$ cat config.mk
export PLATFORM = sky130hd
export DESIGN_NAME = sd_card_cmd_responder_flat
export DESIGN_NICKNAME = d
export VERILOG_FILES = /design/src/rtl/sd_card_cmd_responder_if.sv /design/src/rtl/sd_card_cmd_responder.sv /design/src/flat_wrapper.sv
export SDC_FILE = /design/constraint.sdc
export NUM_CORES = 1
export LEC_CHECK = 0
export CAP_MARGIN = 10
export CORE_AREA = 2 2 170 172
export DETAILED_ROUTE_END_ITERATION = 8
export DIE_AREA = 0 0 172 174
export PLACE_DENSITY = 0.68
export SLEW_MARGIN = 10
export SYNTH_ARGS = -nofsm -noshare
export SYNTH_HDL_FRONTEND = slang
export SYNTH_SLANG_ARGS = --single-unit
$ cat constraint.sdc
create_clock -name ex_clk -period 4.3 [get_ports ex_clk]
set_clock_uncertainty 0.1 [all_clocks]
set_input_delay 0.86 -clock ex_clk [delete_from_list [all_inputs] [get_ports ex_clk]]
set_output_delay 0.86 -clock ex_clk [all_outputs]
set_load 0.005 [all_outputs]
$ cat src/rtl/sd_card_cmd_responder_if.sv
// Card-logic side of the SD CMD responder: decoded command out, response in.
// master = card logic (offers responses), slave = responder endpoint.
interface sd_card_cmd_responder_if;
  logic         cmd_valid;
  logic [5:0]   cmd_index;
  logic [31:0]  cmd_arg;
  logic         cmd_crc_err;
  logic         cmd_frame_err;
  logic         rsp_valid;
  logic         rsp_ready;
  logic         rsp_long;
  logic         rsp_no_crc;
  logic [127:0] rsp_data;

  modport master (
    input  cmd_valid, cmd_index, cmd_arg,
    input  cmd_crc_err, cmd_frame_err, rsp_ready,
    output rsp_valid, rsp_long, rsp_no_crc, rsp_data
  );

  modport slave (
    output cmd_valid, cmd_index, cmd_arg,
    output cmd_crc_err, cmd_frame_err, rsp_ready,
    input  rsp_valid, rsp_long, rsp_no_crc, rsp_data
  );
endinterface

$ cat src/rtl/sd_card_cmd_responder.sv
// SD card CMD-line endpoint: receives 48-bit commands, sends R1/R3/R2.
// Ports: ex_clk, reset (sync, high), bit_en strobe, sd_cmd_in/out/oe, busy,
// card (slave modport): cmd_* decode outputs, rsp_* response handshake.
// Macro SD_CARD_CMD_CRC_CHECK_EN: a bad command CRC suppresses the window.
module sd_card_cmd_responder #(
  parameter int NCR_MIN = 2,
  parameter int NCR_MAX = 64
) (
  input  logic ex_clk,
  input  logic reset,
  input  logic bit_en,
  input  logic sd_cmd_in,
  output logic sd_cmd_out,
  output logic sd_cmd_oe,
  output logic busy,
  sd_card_cmd_responder_if.slave card
);

  localparam int NW = $clog2(NCR_MAX + 1);

  typedef enum logic [1:0] {
    IDLE, RX_CMD, WAIT_RSP, TX_RSP
  } state_t;

  state_t        r_state;
  logic [5:0]    r_rx_cnt;
  logic [46:0]   r_rx;
  logic [NW-1:0] r_ncr;
  logic          r_have;
  logic [135:0]  r_tx;
  logic          r_tx_long;
  logic [7:0]    r_tx_cnt;
  logic          r_out;
  logic          r_oe;
  logic          r_busy;
  logic          r_cmd_valid;
  logic [5:0]    r_cmd_index;
  logic [31:0]   r_cmd_arg;
  logic          r_crc_err;
  logic          r_frame_err;
  logic          r_rsp_ready;

  // Serial CRC7, x^7+x^3+1, zero seed, MSB first.
  function automatic logic [6:0] f_crc7(
    input logic [39:0] d
  );
    logic [6:0] c;
    logic       fb;
    c = '0;
    for (int i = 39; i >= 0; i--) begin
      fb = d[i] ^ c[6];
      c  = {c[5:0], 1'b0} ^ (fb ? 7'h09 : 7'h00);
    end
    return c;
  endfunction

  logic [47:0]   w_frame;
  logic          w_crc_bad;
  logic          w_frm_bad;
  logic          w_accept;
  logic [6:0]    w_tx_crc;
  logic [135:0]  w_tx_load;
  logic [7:0]    w_tx_last;
  logic [NW-1:0] w_ncr_nxt;
  logic          w_unused;

  assign w_frame   = {r_rx, sd_cmd_in};
  assign w_crc_bad = f_crc7(w_frame[47:8]) != w_frame[7:1];
  assign w_frm_bad = !w_frame[46] || !w_frame[0];
  assign w_accept  = r_rsp_ready & card.rsp_valid;
  assign w_ncr_nxt = r_ncr + NW'(1);
  assign w_tx_last = r_tx_long ? 8'd136 : 8'd48;
  assign w_unused  = card.rsp_data[0];

  assign w_tx_crc = card.rsp_no_crc ? 7'h7F :
    f_crc7({2'b00, card.rsp_data[37:0]});

  // Frames are left-aligned so bit 135 is always the next bit out.
  assign w_tx_load = card.rsp_long ?
    {2'b00, 6'h3F, card.rsp_data[127:1], 1'b1} :
    {2'b00, card.rsp_data[37:0], w_tx_crc,
     1'b1, 88'h0};

  always_ff @(posedge ex_clk) begin
    if (reset) begin
      r_state     <= IDLE;
      r_rx_cnt    <= '0;
      r_rx        <= '0;
      r_ncr       <= '0;
      r_have      <= 1'b0;
      r_tx        <= '0;
      r_tx_long   <= 1'b0;
      r_tx_cnt    <= '0;
      r_out       <= 1'b1;
      r_oe        <= 1'b0;
      r_busy      <= 1'b0;
      r_cmd_valid <= 1'b0;
      r_cmd_index <= '0;
      r_cmd_arg   <= '0;
      r_crc_err   <= 1'b0;
      r_frame_err <= 1'b0;
      r_rsp_ready <= 1'b0;
    end else begin
      r_cmd_valid <= 1'b0;
      unique case (r_state)
        IDLE: begin
          if (bit_en && !sd_cmd_in) begin
            r_state  <= RX_CMD;
            r_busy   <= 1'b1;
            r_rx_cnt <= 6'd1;
            r_rx     <= '0;
          end
        end
        RX_CMD: begin
          if (bit_en) begin
            if (r_rx_cnt == 6'd47) begin
              r_cmd_index <= w_frame[45:40];
              r_cmd_arg   <= w_frame[39:8];
              r_cmd_valid <= 1'b1;
              r_frame_err <= w_frm_bad;
              r_ncr       <= '0;
              r_have      <= 1'b0;
`ifdef SD_CARD_CMD_CRC_CHECK_EN
              r_crc_err   <= w_crc_bad;
              if (w_crc_bad) begin
                r_state <= IDLE;
                r_busy  <= 1'b0;
              end else begin
                r_state     <= WAIT_RSP;
                r_rsp_ready <= 1'b1;
              end
`else
              r_crc_err   <= 1'b0;
              r_state     <= WAIT_RSP;
              r_rsp_ready <= 1'b1;
`endif
            end else begin
              r_rx     <= {r_rx[45:0], sd_cmd_in};
              r_rx_cnt <= r_rx_cnt + 6'd1;
            end
          end
        end
        WAIT_RSP: begin
          if (w_accept) begin
            r_rsp_ready <= 1'b0;
            r_have      <= 1'b1;
            r_tx        <= w_tx_load;
            r_tx_long   <= card.rsp_long;
          end
          if (bit_en) begin
            r_ncr <= w_ncr_nxt;
            if (r_have && w_ncr_nxt >= NW'(NCR_MIN)) begin
              r_state  <= TX_RSP;
              r_out    <= r_tx[135];
              r_oe     <= 1'b1;
              r_tx     <= {r_tx[134:0], 1'b0};
              r_tx_cnt <= 8'd1;
            end else if (!r_have && !w_accept) begin
              // A new command wins over a still-open window.
              if (!sd_cmd_in) begin
                r_state     <= RX_CMD;
                r_rx_cnt    <= 6'd1;
                r_rx        <= '0;
                r_rsp_ready <= 1'b0;
              end else if (w_ncr_nxt == NW'(NCR_MAX)) begin
                r_state     <= IDLE;
                r_busy      <= 1'b0;
                r_rsp_ready <= 1'b0;
              end
            end
          end
        end
        TX_RSP: begin
          if (bit_en) begin
            if (r_tx_cnt == w_tx_last) begin
              r_out   <= 1'b1;
              r_oe    <= 1'b0;
              r_state <= IDLE;
              r_busy  <= 1'b0;
            end else begin
              r_out    <= r_tx[135];
              r_tx     <= {r_tx[134:0], 1'b0};
              r_tx_cnt <= r_tx_cnt + 8'd1;
            end
          end
        end
      endcase
    end
  end

  assign sd_cmd_out         = r_out;
  assign sd_cmd_oe          = r_oe;
  assign busy               = r_busy;
  assign card.cmd_valid     = r_cmd_valid;
  assign card.cmd_index     = r_cmd_index;
  assign card.cmd_arg       = r_cmd_arg;
  assign card.cmd_crc_err   = r_crc_err;
  assign card.cmd_frame_err = r_frame_err;
  assign card.rsp_ready     = r_rsp_ready;

endmodule

$ cat src/flat_wrapper.sv
// flat-port wrapper written by rule: the top's interface ports become plain ports
module sd_card_cmd_responder_flat 
#(
  parameter int NCR_MIN = 2,
  parameter int NCR_MAX = 64
)
  (ex_clk, reset, bit_en, sd_cmd_in, sd_cmd_out, sd_cmd_oe, busy, card_cmd_valid, card_cmd_index, card_cmd_arg, card_cmd_crc_err, card_cmd_frame_err, card_rsp_ready, card_rsp_valid, card_rsp_long, card_rsp_no_crc, card_rsp_data);
  sd_card_cmd_responder_if card_i ();
  input  logic ex_clk;
  input  logic reset;
  input  logic bit_en;
  input  logic sd_cmd_in;
  output logic sd_cmd_out;
  output logic sd_cmd_oe;
  output logic busy;
  output wire logic [$bits(card_i.cmd_valid)-1:0] card_cmd_valid;
  output wire logic [$bits(card_i.cmd_index)-1:0] card_cmd_index;
  output wire logic [$bits(card_i.cmd_arg)-1:0] card_cmd_arg;
  output wire logic [$bits(card_i.cmd_crc_err)-1:0] card_cmd_crc_err;
  output wire logic [$bits(card_i.cmd_frame_err)-1:0] card_cmd_frame_err;
  output wire logic [$bits(card_i.rsp_ready)-1:0] card_rsp_ready;
  input wire logic [$bits(card_i.rsp_valid)-1:0] card_rsp_valid;
  input wire logic [$bits(card_i.rsp_long)-1:0] card_rsp_long;
  input wire logic [$bits(card_i.rsp_no_crc)-1:0] card_rsp_no_crc;
  input wire logic [$bits(card_i.rsp_data)-1:0] card_rsp_data;
  assign card_cmd_valid = card_i.cmd_valid;
  assign card_cmd_index = card_i.cmd_index;
  assign card_cmd_arg = card_i.cmd_arg;
  assign card_cmd_crc_err = card_i.cmd_crc_err;
  assign card_cmd_frame_err = card_i.cmd_frame_err;
  assign card_rsp_ready = card_i.rsp_ready;
  assign card_i.rsp_valid = card_rsp_valid;
  assign card_i.rsp_long = card_rsp_long;
  assign card_i.rsp_no_crc = card_rsp_no_crc;
  assign card_i.rsp_data = card_rsp_data;
  sd_card_cmd_responder #(.NCR_MIN(NCR_MIN), .NCR_MAX(NCR_MAX)) u_core (.ex_clk(ex_clk), .reset(reset), .bit_en(bit_en), .sd_cmd_in(sd_cmd_in), .sd_cmd_out(sd_cmd_out), .sd_cmd_oe(sd_cmd_oe), .busy(busy), .card(card_i));
endmodule
==> metrics, run 1 <==
commonest non-fill, non-tap cell in the layout=nand2_1; reg2reg start=u_core.r_ncr[0]$_SDFFE_PP0P_; fmax=a little over 300 MHz; Mean Syn Cell Area=~7.7 µm²; count of input and output buffers=between 150 and 200; Placed Area=approximately 15,000 µm²; Initial Utilization=between 40% and 50%; Post-Syn Area=about 13,000 µm²; # DRC=0; Post-Syn Nets=1,790; post-cts hold buffer count=0; deepest clock path buffer count=3; crit path launch type=primary input; Critical path origin=card_rsp_data[37]; first-pass GRT wire length=56.26 mm; Via Count=~12,000; Final GP Congestion=0.8515; Crit path required time=about 4700 ps; Post-Syn Instances=roughly 1,600; Leak Pwr=5.337 nW; Worst-Skew Late Latency=between 500 and 600 ps; post-route cell area=between 15,000 and 20,000 µm²; worst r2r dst=u_core.r_tx[113]$_SDFFE_PP0P_; CTS sink cnt=between 200 and 300; CP Capture Point=u_core.r_tx[90]$_SDFFE_PP0P_; router iterations before antenna repair=5; Multi-input gate area=7077 µm²; Final Max Tran Viols=0; Rows=between 60 and 70; unrepaired setup endpoints after global routing=false; Core Footprint=28,240 µm²; yosys warns=0; Main synth FF type=dfxtp_1; CTS tree=done; post-CTS resize count=0; worst hold start=u_core.card.cmd_arg[30]$_SDFFE_PP0P_; die footprint=29,930 µm²; final worst path period share=roughly three quarters; vias in the first global route=about 11,000; CP max FO=4; Setup Buffers After CTS=0; final hold violation count=0; asr flop ratio synth=0%; post-route ant nets=0; final WL=approximately 34 mm; worst reg2reg path depth=9; clock root buffer=clkbuf_16; Worst R2R Setup Slack=roughly 1100 ps; Worst VDD drop=around 0.28 mV; status=finished clean; number of diodes=0; Pwr Density=346.7 nW/µm²; Worst-path clk slew=roughly 60 ps; drt wl/cell=16.23 µm; gr ovfl total=0; H-tree level count=1; area grow syn2layout=21.92%; share of cells above drive strength 1=around 4.9%; DR vias/cell=between 5 and 6; EDFF count, synth=0; initial antenna violation count=0; Die Ht=between 150 and 200 µm; DR iter-0 viols=roughly 1,100; largest net degree at the start of global routing=roughly 170; GRT Total Usage=around 22%; worst slew pin tran=just under 800 ps; Critical Path AT=between 3000 and 4000 ps; I/O Pins=180; Reg area=approximately 5000 µm²; #FFs+latches synth=~250; Layout Nets=~1,900; worst hold path type=flop to flop; Pwr Total=roughly 0.0054 W; fin crit period=roughly 3300 ps; Crit. End Element=flop; Core Util, Final=roughly 55%; Cell variety after synth=53; Final HPWL DP=about 22 mm; Final setup viols=0; fillers=about 2,700; max_slew headroom=47.79%; MaxCap Viol Count=0; number of CTS-inserted buffers=27; most frequent cells in the layout=nand2_1 (333), dfxtp_1 (251), nand3_1 (182); Setup TNS Final=0 ps; Seq/Total Area, Yosys=39.53%; die width=~170 µm; Crit Path Class=primary input to flop
## metrics by stage
stage,cells,hold WS [ps],setup WS [ps]
global placement,2081,341.7,523.8
CTS,2124,356.7,1047
finish,2124,354.0,1028
floorplan,1649,324.8,1213
global route,2124,370.0,728.1
detailed placement,2081,347.9,483.1
## layer usage
metal,track usage (%),routed length (µm),vias up,part of all wire (%)
met2,36.38,15900,271,46
met3,2.778,1584,37,4.6
met1,32.28,16450,5670,48
li1,-,-,5974,-
met5,0,0,-,0
met4,3.746,528,0,1.5
## Yosys cell counts, drive strengths merged (2+ instances only)
| cell | instances | area share [%] |
|---|---|---|
| mux2 | 2 | 0.18 |
| o21a | 3 | 0.18 |
| a31oi | 6 | 0.30 |
| buf | 35 | 1.4 |
| nor3 | 22 | 0.87 |
| a21oi | 148 | 5.8 |
| xor2 | 17 | 1.2 |
| and2 | 4 | 0.20 |
| and3 | 2 | 0.098 |
| a311oi | 36 | 2.5 |
| a211oi | 7 | 0.41 |
| nand2b | 4 | 0.20 |
| dfxtp | 251 | 40 |
| nand3b | 2 | 0.12 |
| ha | 6 | 0.59 |
| xnor2 | 44 | 3.3 |
| clkbuf | 118 | 3.5 |
| or2 | 2 | 0.098 |
| nand3 | 182 | 7.2 |
| o21ai | 17 | 0.76 |
| nand4 | 6 | 0.30 |
| nor2 | 136 | 4.0 |
| o22ai | 7 | 0.34 |
| xnor3 | 11 | 2.0 |
| nand2 | 335 | 9.9 |
| mux2i | 33 | 2.6 |
| nor4 | 3 | 0.15 |
| a211o | 2 | 0.14 |
| inv | 12 | 0.35 |
| or3 | 5 | 0.25 |
| xor3 | 2 | 0.41 |
| o211ai | 121 | 7.1 |
| a22oi | 56 | 3.3 |
## cell families after synthesis
logic type / share of synthesized area [%]
xor+xnor: 6.880
flops: 39.53
other cells: 0.02950
fa+ha+maj: 0.5905
compound gates: 21.34
mux: 2.776
buf+inv: 5.197
simple gates: 23.66
## power by group
| part | internal [W] | switching, W | total, W |
|---|---|---|---|
| clock network | 0.00129 | 0.000919 | 0.00221 |
| logic | 0.000441 | 0.000388 | 0.000829 |
| registers | 0.00233 | 0.00000447 | 0.00233 |
| total | 0.00406 | 0.00131 | 0.00537 |
## worst min-delay path by stage
stage	cells past startpoint	endpoint
after floorplan	1	u_core.card.cmd_frame_err$_SDFFE_PP0P_
after global placement	1	u_core.card.cmd_frame_err$_SDFFE_PP0P_
after detailed placement	2	u_core.card.cmd_arg[11]$_SDFFE_PP0P_
after CTS	2	u_core.r_tx[0]$_SDFFE_PP0P_
after global routing	2	u_core.card.cmd_arg[27]$_SDFFE_PP0P_
final	2	u_core.card.cmd_arg[30]$_SDFFE_PP0P_
## critical path, cell delays in order
cell	delay [ps]
clkdlybuf4s50_1	580
xor3_2	520
xnor3_2	440
xnor2_2	210
xnor3_2	490
xor2_1	160
a31oi_1	170
o21ai_1	90
a21oi_1	110
## final cells by class
type,count,area share (%)
sequential,251,32.42
inverter,12,0.2906
clock buffer,39,4.973
clock inverter,4,0.3875
timing repair buffer,201,13.17
multi-input combinational,1233,45.66
tap,384,3.100
## registers in the layout, summed over array words and instances, names as in the netlist, 2 cells and up
| name | count |
|---|---|
| u_core.r_tx | 136 |
| u_core.r_rx | 46 |
| u_core.card.cmd_arg | 32 |
| u_core.r_tx_cnt | 8 |
| u_core.r_ncr | 7 |
| u_core.card.cmd_index | 6 |
| u_core.r_rx_cnt | 6 |
| u_core.r_state | 2 |
No activity file was read; power rests on OpenSTA's default activity.
==> run 2, diff against run 1 <==
==> constraint.sdc (replaced) <==
create_clock -name ex_clk -period 3.2 [get_ports ex_clk]
set_clock_uncertainty 0.1 [all_clocks]
set_input_delay 0.64 -clock ex_clk [delete_from_list [all_inputs] [get_ports ex_clk]]
set_output_delay 0.64 -clock ex_clk [all_outputs]
set_load 0.005 [all_outputs]
==> run 2 against run 1 <==
  * Non-clock buffer count rose by 46
  * Largest power group is now the clock network
  * Critical path depth fell by 1
  * Core utilization rose by 2.6 points
  * Critical path type unchanged
  * Critical endpoint is now u_core.r_tx[89]$_SDFFE_PP0P_
  * Sequential share of layout area fell by 1.5 points
  * Worst setup slack got worse by 730 ps
==> metrics, run 2 (synthesis gave the netlist of run 1 again) <==
status=finished clean (unchanged); drt wl/cell=15.99 µm (was 16.23 µm); Rows=62 (unchanged); Int Power=0.006256 W (was 0.004063 W); Setup TNS Final=0 ps (unchanged); Levels on crit path=8 (was 9); Worst-Skew Late Latency=550 ps (was 540 ps); worst slew pin tran=639.6 ps (was 772.2 ps); Final GP Congestion=0.8376 (was 0.8515); share of cells above drive strength 1=8.236% (was 4.885%); max_slew headroom=57.36% (was 47.79%); Multi-input gate area=7077 µm² (unchanged); Worst VDD drop=0.3714 mV (was 0.2799 mV); Setup Buffers After CTS=0 (unchanged); unrepaired setup endpoints after global routing=false (unchanged); fmax=between 300 and 400 MHz; initial antenna violation count=0 (unchanged); first-pass GRT wire length=57.73 mm (was 56.26 mm); Seq pwr share=38.2% (was 43.4%); CTS tree=done (unchanged); Via Count=12,152 (was 11,952); CP max stage delay=510 ps (was 580 ps); final WL=34.87 mm (was 34.47 mm); Core Footprint=28,240 µm² (unchanged); CTS sink cnt=251 (unchanged); post-cts hold buffer count=0 (unchanged); Switch Pwr=0.001949 W (was 0.001311 W); Layout Nets=1,915 (was 1,867); Layout Cells excl Fill=2,181 (was 2,124); GRT Total Usage=22.93% (was 22.39%); I/O Pins=180 (unchanged); fin crit period=between 2000 and 3000 ps; vias in the first global route=11,478 (was 11,067); Final HPWL DP=22.11 mm (was 21.58 mm); commonest non-fill, non-tap cell in the layout=nand2_1 (unchanged); number of CTS-inserted buffers=29 (was 27); DR vias/cell=5.572 (was 5.627); MaxCap Viol Count=0 (unchanged); DR iter-0 viols=1,057 (was 1,061); Crit-path slowest cell=clkdlybuf4s50_1 (unchanged); # DRC=0 (unchanged); final worst path period share=~91%; Critical Path AT=3250 ps (was 3640 ps); Pwr Density=505.6 nW/µm² (was 346.7 nW/µm²); post-route ant nets=0 (unchanged); Placed Cells=2,127 (was 2,081); die footprint=29,930 µm² (unchanged); Die Ht=174 µm (unchanged); number of diodes=0 (unchanged); fillers=2,617 (was 2,709); Crit Path Class=primary input to flop (unchanged); CP max FO=2 (was 4); kind of cell adding the most delay to the critical path=XOR/XNOR gates (unchanged); hold path depth=2 (unchanged); router iterations before antenna repair=5 (unchanged); Leak Pwr=5.729 nW (was 5.337 nW); Cell Chain, Critical Path=clkdlybuf4s50_1 -> xor3_2 -> xnor3_2 -> xnor2_2 -> xnor3_2 -> xnor2_2 -> xnor2_1 -> o211a_1 (was clkdlybuf4s50_1 -> xor3_2 -> xnor3_2 -> xnor2_2 -> xnor3_2 -> xor2_1 -> a31oi_1 -> o21ai_1 -> a21oi_1); sw frac=23.75% (was 24.40%); largest net degree at the start of global routing=103 (was 166); Most flops, register=u_core.r_tx (unchanged); Reg area=5025 µm² (unchanged); Initial Utilization=45.02% (unchanged); die width=172 µm (unchanged); gr ovfl total=0 (unchanged); deepest clock path buffer count=3 (unchanged); Crit path buffers/inverters=1 (unchanged); worst reg2reg path depth=9 (unchanged); Final Max Tran Viols=0 (unchanged); crit path launch type=primary input (unchanged); Clock Power Share=46.8% (was 41.2%); count of input and output buffers=178 (unchanged); H-tree level count=1 (unchanged); max reg flops=136 (unchanged); Worst-path clk slew=60 ps (about the same); worst hold path type=flop to flop (unchanged); most frequent cells in the layout=nand2_1 (333), dfxtp_1 (251), nand3_1 (182) (unchanged); area grow syn2layout=27.67% (was 21.92%); final hold violation count=0 (unchanged); Final setup viols=0 (unchanged); Crit. End Element=flop (unchanged); post-CTS resize count=0 (unchanged); Crit path required time=3540 ps (was 4670 ps); Pwr Total=0.008205 W (was 0.005374 W); Comb power frac=15.0% (was 15.4%); clock root buffer=clkbuf_16 (unchanged)
## run 2: power groups by stage
stage,Combinational [W],Clock (W),Sequential [W]
final,0.00123,0.00384,0.00313
after global routing,0.00132,0.00404,0.00313
after CTS,0.00123,0.00389,0.00313
after detailed placement,0.00122,0,0.00320
after global placement,0.00121,0,0.00320
after floorplan,0.000770,0,0.00320
## run 2: cell type report
| type | count | area share, % |
|---|---|---|
| Sequential cell | 251 | 30.96 |
| Clock buffer | 35 | 4.919 |
| Clock inverter | 19 | 2.035 |
| Multi-Input combinational cell | 1233 | 43.61 |
| Tap cell | 384 | 2.960 |
| Inverter | 12 | 0.2775 |
| Timing Repair Buffer | 247 | 15.24 |
## run 2: path summary, 6_finish.rpt
check        slack, ps                                  from                              endpoint
max                290                     card_rsp_data[37]          u_core.r_tx[89]$_SDFFE_PP0P_
min                350  u_core.card.cmd_arg[24]$_SDFFE_PP0P_  u_core.card.cmd_arg[24]$_SDFFE_PP0P_
max reg2reg        350          u_core.r_ncr[0]$_SDFFE_PP0P_         u_core.r_tx[100]$_SDFFE_PP0P_
min reg2reg        350  u_core.card.cmd_arg[24]$_SDFFE_PP0P_  u_core.card.cmd_arg[24]$_SDFFE_PP0P_
## run 2: routing by layer
layer,share of wire (%),up-vias,global-route usage (%)
li1,-,6082,-
met1,47,5714,32.29
met2,46,292,36.71
met3,4.7,64,3.142
met4,2.5,0,6.408
met5,0,-,0
## run 2: worst min-delay path, cell delays in order, from the launching register on
cell and delay, ps:
dfxtp_1 310, nand2_1 50, a21oi_1 50
## run 2: metrics by stage
step | utilization (%) | instance area, µm² | hold slack, ps | setup WS [ps]
2_1_floorplan | - | 12710 | 324.8 | 333.4
3_3_place_gp | 53.48 | 15100 | 340.7 | -219.9
3_5_place_dp | 53.48 | 15100 | 349.9 | -254.4
4_1_cts | 57.48 | 16230 | 358.5 | 308.8
5_1_grt | 57.48 | 16230 | 375.9 | 78.29
6_report | 57.48 | 16230 | 353.6 | 294.0
